`src/rtl/status_flag_unit_pkg.sv`:
```
// Shared definitions for the status flag unit: condition codes, flag bit
// positions and the hazard FSM encoding.
package status_flag_unit_pkg;

  localparam logic [3:0] COND_EQ = 4'd0;
  localparam logic [3:0] COND_NE = 4'd1;
  localparam logic [3:0] COND_CS = 4'd2;
  localparam logic [3:0] COND_CC = 4'd3;
  localparam logic [3:0] COND_MI = 4'd4;
  localparam logic [3:0] COND_PL = 4'd5;
  localparam logic [3:0] COND_VS = 4'd6;
  localparam logic [3:0] COND_VC = 4'd7;
  localparam logic [3:0] COND_HI = 4'd8;
  localparam logic [3:0] COND_LS = 4'd9;
  localparam logic [3:0] COND_GE = 4'd10;
  localparam logic [3:0] COND_LT = 4'd11;
  localparam logic [3:0] COND_GT = 4'd12;
  localparam logic [3:0] COND_LE = 4'd13;
  localparam logic [3:0] COND_AL = 4'd14;
  localparam logic [3:0] COND_NV = 4'd15;

  localparam int unsigned FLAG_N = 3;
  localparam int unsigned FLAG_Z = 2;
  localparam int unsigned FLAG_C = 1;
  localparam int unsigned FLAG_V = 0;

  typedef enum logic {
    StIdle,
    StHold
  } haz_state_e;

endpackage

```
`src/rtl/status_flag_unit_cond_eval.sv`:
```
// Combinational ARM condition-field evaluator over {N,Z,C,V}.
module status_flag_unit_cond_eval
  import status_flag_unit_pkg::*;
(
  input  logic [3:0] cond_i,
  input  logic [3:0] flags_i,
  output logic       pass_o
);

  logic n, z, c, v;

  assign n = flags_i[FLAG_N];
  assign z = flags_i[FLAG_Z];
  assign c = flags_i[FLAG_C];
  assign v = flags_i[FLAG_V];

  always_comb begin
    pass_o = 1'b0;
    case (cond_i)
      COND_EQ: pass_o = z;
      COND_NE: pass_o = ~z;
      COND_CS: pass_o = c;
      COND_CC: pass_o = ~c;
      COND_MI: pass_o = n;
      COND_PL: pass_o = ~n;
      COND_VS: pass_o = v;
      COND_VC: pass_o = ~v;
      COND_HI: pass_o = c & ~z;
      COND_LS: pass_o = ~c | z;
      COND_GE: pass_o = (n == v);
      COND_LT: pass_o = (n != v);
      COND_GT: pass_o = ~z & (n == v);
      COND_LE: pass_o = z | (n != v);
      COND_AL: pass_o = 1'b1;
      default: pass_o = 1'b0;  // NV is reserved and never executes
    endcase
  end

endmodule

```
`src/rtl/status_flag_unit.sv`:
```
// Architectural status register, ID-stage condition check, EXE->ID flag hazard
// resolution (bypass or one-cycle stall) and a saturating condition-fail counter.
module status_flag_unit
  import status_flag_unit_pkg::*;
#(
  parameter bit          FORWARD = 1'b1,
  parameter int unsigned CNT_W   = 16
) (
  input  logic             clk_i,
  input  logic             rst_i,
  input  logic             exe_valid_i,
  input  logic             exe_s_i,
  input  logic [3:0]       exe_flags_i,
  input  logic             freeze_i,
  input  logic             id_valid_i,
  input  logic [3:0]       id_cond_i,
  output logic             cond_pass_o,
  output logic             stall_req_o,
  output logic [3:0]       sr_o,
  output logic             c_out_o,
  output logic [CNT_W-1:0] fail_count_o
);

  logic             upd;
  logic [3:0]       sr_q, sr_d;
  logic [3:0]       eff;
  logic             decode;
  logic             cnt_inc;
  logic [CNT_W-1:0] cnt_q, cnt_d;

  assign upd = exe_valid_i & exe_s_i & ~freeze_i;

  assign sr_d = upd ? exe_flags_i : sr_q;

  always_ff @(posedge clk_i or posedge rst_i) begin
    if (rst_i) begin
      sr_q <= 4'b0000;
    end else begin
      sr_q <= sr_d;
    end
  end

  assign sr_o    = sr_q;
  assign c_out_o = sr_q[FLAG_C];

  // With forwarding, a flag-setting EXE instruction feeds ID in the same cycle.
  assign eff = (FORWARD && upd) ? exe_flags_i : sr_q;

  status_flag_unit_cond_eval u_cond_eval (
    .cond_i  (id_cond_i),
    .flags_i (eff),
    .pass_o  (decode)
  );

  if (FORWARD) begin : g_forward
    assign stall_req_o = 1'b0;
  end else begin : g_stall
    haz_state_e state_q, state_d;
    logic       stall;

    always_comb begin
      state_d = state_q;
      stall   = 1'b0;
      unique case (state_q)
        StIdle: begin
          // upd already excludes freeze, so a frozen IDLE never stalls
          if (id_valid_i && (id_cond_i != COND_AL) && upd) begin
            stall   = 1'b1;
            state_d = StHold;
          end
        end
        StHold: begin
          if (!freeze_i) begin
            state_d = StIdle;
          end
        end
        default: state_d = StIdle;
      endcase
    end

    always_ff @(posedge clk_i or posedge rst_i) begin
      if (rst_i) begin
        state_q <= StIdle;
      end else begin
        state_q <= state_d;
      end
    end

    assign stall_req_o = stall;
  end

  assign cond_pass_o = id_valid_i & ~stall_req_o & decode;

  assign cnt_inc = id_valid_i & ~stall_req_o & ~freeze_i & ~decode;
  assign cnt_d   = (cnt_inc && !(&cnt_q)) ? cnt_q + CNT_W'(1) : cnt_q;

  always_ff @(posedge clk_i or posedge rst_i) begin
    if (rst_i) begin
      cnt_q <= '0;
    end else begin
      cnt_q <= cnt_d;
    end
  end

  assign fail_count_o = cnt_q;

endmodule

```
`config.mk`:
```
export PLATFORM = sky130hd
export DESIGN_NAME = status_flag_unit
export DESIGN_NICKNAME = d
export VERILOG_FILES = /design/src/rtl/status_flag_unit_pkg.sv /design/src/rtl/status_flag_unit_cond_eval.sv /design/src/rtl/status_flag_unit.sv
export SDC_FILE = /design/constraint.sdc
export NUM_CORES = 1
export LEC_CHECK = 0
export CAP_MARGIN = 20
export CORE_ASPECT_RATIO = 1.5
export CORE_MARGIN = 4
export CORE_UTILIZATION = 40
export DETAILED_ROUTE_END_ITERATION = 7
export DONT_BUFFER_PORTS = 1
export GPL_TIMING_DRIVEN = 0
export PLACE_DENSITY_LB_ADDON = 0.2
export REMOVE_ABC_BUFFERS = 1
export SLEW_MARGIN = 0
export SYNTH_ARGS = -nofsm -noshare
export SYNTH_HDL_FRONTEND = slang
export SYNTH_SLANG_ARGS = --single-unit
```
`constraint.sdc`:
```
create_clock -name clk_i -period 5.95 [get_ports clk_i]
set_clock_uncertainty 0.2 [all_clocks]
set_input_delay 1.19 -clock clk_i [delete_from_list [all_inputs] [get_ports clk_i]]
set_output_delay 1.19 -clock clk_i [all_outputs]
set_load 0.05 [all_outputs]
```
# Word-level counts from Yosys, hierarchy flattened
# Index checks and enable logic that the tools add are counted.
# classes
reduce_logical	4
n_mux	2
n_bitwise	15
add_sub_neg	1
eq_ne	16
# ops
op	n
$eq 4x4->1 const B	7
$add 16x1->16 const B	1
$eq 4x3->1 const B	4
$reduce_and 16->1	1
$pmux 1 s15	1
$eq 4x2->1 const B	2
$and 1x1->1	7
$not 1->1	6
$eq 4x1->1 const B	1
$logic_not 4->1	1
$mux 4	1
$or 1x1->1	2
$eq 1x1->1	1
$logic_and 1x1->1	1
$logic_not 1->1	1
$ne 1x1->1	1
# word_totals
out_inout_bits	23
regBits	20
word_cells	40

# Logic depth before layout (Yosys ltp)
# depth
word_depth	9
depth_mapped	9
ltp_nobuf	7

# Cells and area by module
# Synthesis repeated with hierarchy kept, for this count alone.
# hier_totals
hier_cells	114
area_unflattened_um2	1184.9
# modules_own_cells
module	seq_area_each_um2	cells_each	instances	area_each_um2
status_flag_unit	500.5	86	1	991.0
status_flag_unit_cond_eval	0.0	28	1	193.9

# Worst setup path before layout
# Ideal clock, no wire load.
# synth_timing
path_kind	input port to output port
from	input port freeze_i
to	output port cond_pass_o
setup_slack_ns	0.766
arrival_ns	3.794
n_path_buf	2
required_ns	4.560
stages	8
path_cell_list	and3b_1 buf_6 mux4_2 nor4b_1 a41oi_1 nor4b_4 buf_6 a21boi_0
# synth_via
elab_chain_len	7
# synth_rtl
element	line	source
start: declaration	status_flag_unit.sv:14	input logic freeze_i,
$not 1->1 (*)	status_flag_unit.sv:31	assign upd = exe_valid_i & exe_s_i & ~freeze_i;
$and 1x1->1 (*)	status_flag_unit.sv:31	
$mux 4 (*)	status_flag_unit.sv:47	assign eff = (FORWARD && upd) ? exe_flags_i : sr_q;
$ne 1x1->1 (tied with other cells)	status_flag_unit_cond_eval.sv:31, status_flag_unit_cond_eval.sv:33	
$or 1x1->1 (tied with other cells)	status_flag_unit_cond_eval.sv:33	COND_LE: pass_o = z | (n != v);
$pmux 1 s15 (*)	status_flag_unit_cond_eval.sv:19	case (cond_i)
$and 1x1->1 (*)	status_flag_unit.sv:92	assign cond_pass_o = id_valid_i & ~stall_req_o & decode;
end: declaration	status_flag_unit.sv:17	output logic cond_pass_o,
# Mark *: on every way between the ends. The rest lies on a longest branch, timed or not.

# Final worst setup path
# Same ends and word-level chain as after synthesis.

==> out/summary.txt <==
Pwr Density - 344.3 nW/um2
row cnt - 24
Crit path required time - 4.56 ns
latest clock arrival within the worst-skew pair - 0.26 ns
Post-synth top flop - dfrtp_1
Hold Path Depth - 1
RSZ-0062 raised after global routing - false
setup violators final - 0
DPL Wire Length - 2.226 mm
Clock Tree Buf Depth - 2
post_cts resized - 0
htree depth - 1
root buffer selected by CTS - clkbuf_8
port bufs - 0
1st-pass router iterations - 4
CP Max Fanout - 17
EDFF count, synth - 0
mapped cell area - 1284 um2
critical path type - in -> out
Core ar. - 3003 um2
first-pass GRT wire length - 4.836 mm
clk sinks - 20
sequential-to-total area share from yosys stat - 38.99%
number of cells on the worst reg-to-reg path - 6
drt total wl - 2.950 mm
max-slew violation count - 0
Post-CTS Setup Inserts - 0
initial core utilization - 42.75%
Slew Limit Headroom - 29.85%
antenna violations before repair - 0
Mapped Avg Cell Area - 9.951 um2
TritonCTS buffer count - 3
WP data arrival - 3.70 ns
Area Overhead vs Synth - 5.458%
CTS tree - done
ANT cells - 0
synthesis-stage register bit count - 20
Nets - 145
die footprint - 4199 um2
Synth Instances - 129
number of global-route vias before repair - 1,089
Fin. Hold Viols - 0
number of DRC markers in iteration 0 - 38
all-layer global routing usage - 15.49%
# DRC - 0
largest net degree at the start of global routing - 21
Setup crit end kind - output port
Via density - 5.726
Startpoint Class - input pin
die width - 54.26 um
number of max-cap violations - 0
Post-DRT Antenna Nets - 0
yosys synthesis warning count - 0
via count - 962
WL per Instance - 17.56 um
setup TNS - 0 ns
Fmax achieved - 196.6 MHz
post-layout min period - 5.085 ns
status - completed
HP Class - reg -> reg
Die Y - 77.39 um
routability congestion estimate from global placement - 0.6730
gr ovfl total - 0
Final Cycle Share - 85.47%
Hold Slack - 0.6313 ns
maximum vdd ir drop - 237.8 uV
post-synthesis cell type count - 37
clk slew on worst S/H paths - 0.07 ns
leakage - 0.6106 nW
Post-synth ARST share - 100.0%
layout cell share with drive strength beyond 1 - 10.08%
Tightest Pin Transition - 1.050 ns
Post-CTS Hold Fix Bufs - 0
I/O pin cnt - 37
## layer usage
metal | global-route usage (%) | wire length, um
met1 | 16.26 | 1114
met2 | 27.70 | 1548
met3 | 3.448 | 243
met4 | 6.983 | 44
met5 | 0 | 0
## critical path: stages
cell      delay [ns]
and3b_1         0.34
mux4_2          0.56
nand2_1         0.08
o31ai_1         0.10
nor4b_4         0.86
a21boi_1        0.55
## logic make-up after synthesis
kind of cell	count (synthesis)	share of synthesized area, %
adders and majority gates	1	0.9745
buffers and inverters	10	4.678
and+or+nand+nor	62	27.68
xor gates and xnor gates	16	10.92
muxes	10	10.04
other	1	0.2921
AOI/OAI and AO/OA	9	6.434
DFF	20	38.99
## metrics by stage
| stage | utilization, % | total power, mW | instances | instance area [um2] | setup slack (ns) |
|---|---|---|---|---|---|
| 2_1_floorplan | - | 0.3426 | 124 | 1242 | 0.8366 |
| 3_3_place_gp | 43.00 | 0.3639 | 163 | 1291 | 0.6303 |
| 3_5_place_dp | 43.00 | 0.3666 | 163 | 1291 | 0.8577 |
| 4_1_cts | 44.83 | 0.4710 | 167 | 1346 | 0.8695 |
| 5_1_grt | 45.08 | 0.4931 | 168 | 1354 | 0.7156 |
| 6_report | 45.08 | 0.4661 | 168 | 1354 | 0.8647 |
## cell usage after synthesis (all sizes together) (2+ instances only)
master   n  share of area [%]
inv      5                1.5
and4     2                1.4
nand2   14                4.1
nor2    10                2.9
mux4     2                3.5
dfrtp   20                 39
a41oi    2                1.4
nand2b   2               0.97
nor3     2               0.78
mux2i    5                3.9
nand4    8                4.4
mux2     3                2.6
nand3    8                3.5
and3     9                4.4
xnor2   16                 11
nor4b    2                2.5
buf      4                2.9
a31oi    2                1.5
## state kept, by name, indices dropped and copies added (netlist names)
| signal | count |
|---|---|
| sr_o | 4 |
| fail_count_o | 16 |
## cells in the final DEF, fill, tap and decap left out, types with 2 or more instances in the layout
| cell | n |
|---|---|
| clkbuf_8 | 4 |
| nor2_1 | 10 |
| nand3_1 | 7 |
| mux2_2 | 2 |
| a41oi_1 | 2 |
| nand2_1 | 14 |
| nand4_1 | 7 |
| mux4_2 | 2 |
| and4_1 | 2 |
| and3_1 | 9 |
| xnor2_1 | 16 |
| mux2i_1 | 5 |
| nor3_1 | 2 |
| inv_1 | 5 |
| nand2b_1 | 2 |
| dfrtp_1 | 20 |
## path summary, 6_finish.rpt
path                                        from                to  slack (ns)
worst max-delay path                    freeze_i       cond_pass_o        0.86
worst min-delay path            fail_count_o[10]  fail_count_o[10]        0.63
worst max register to register           sr_o[1]   fail_count_o[1]        2.75
worst min register to register  fail_count_o[10]  fail_count_o[10]        0.63
max in group asynchronous                  rst_i  fail_count_o[15]        4.35
min in group asynchronous                  rst_i   fail_count_o[6]        0.74
## where the power goes
group	internal, mW	leakage (nW)	switching, mW
Clock	0.0589	0.0288	0.0437
Sequential	0.156	0.258	0.120
Combinational	0.0401	0.323	0.0473
Total	0.255	0.611	0.211
## layout make-up
class | instances | area [um2]
fillers | 294 | 1649
multi-input cells | 99 | 723.2
flip-flops and latches | 20 | 500.5
clock buffers | 4 | 55.05
well taps | 39 | 48.80
inverters | 5 | 18.77
repair buffers | 1 | 7.507
No activity file was read; power rests on OpenSTA's default activity.
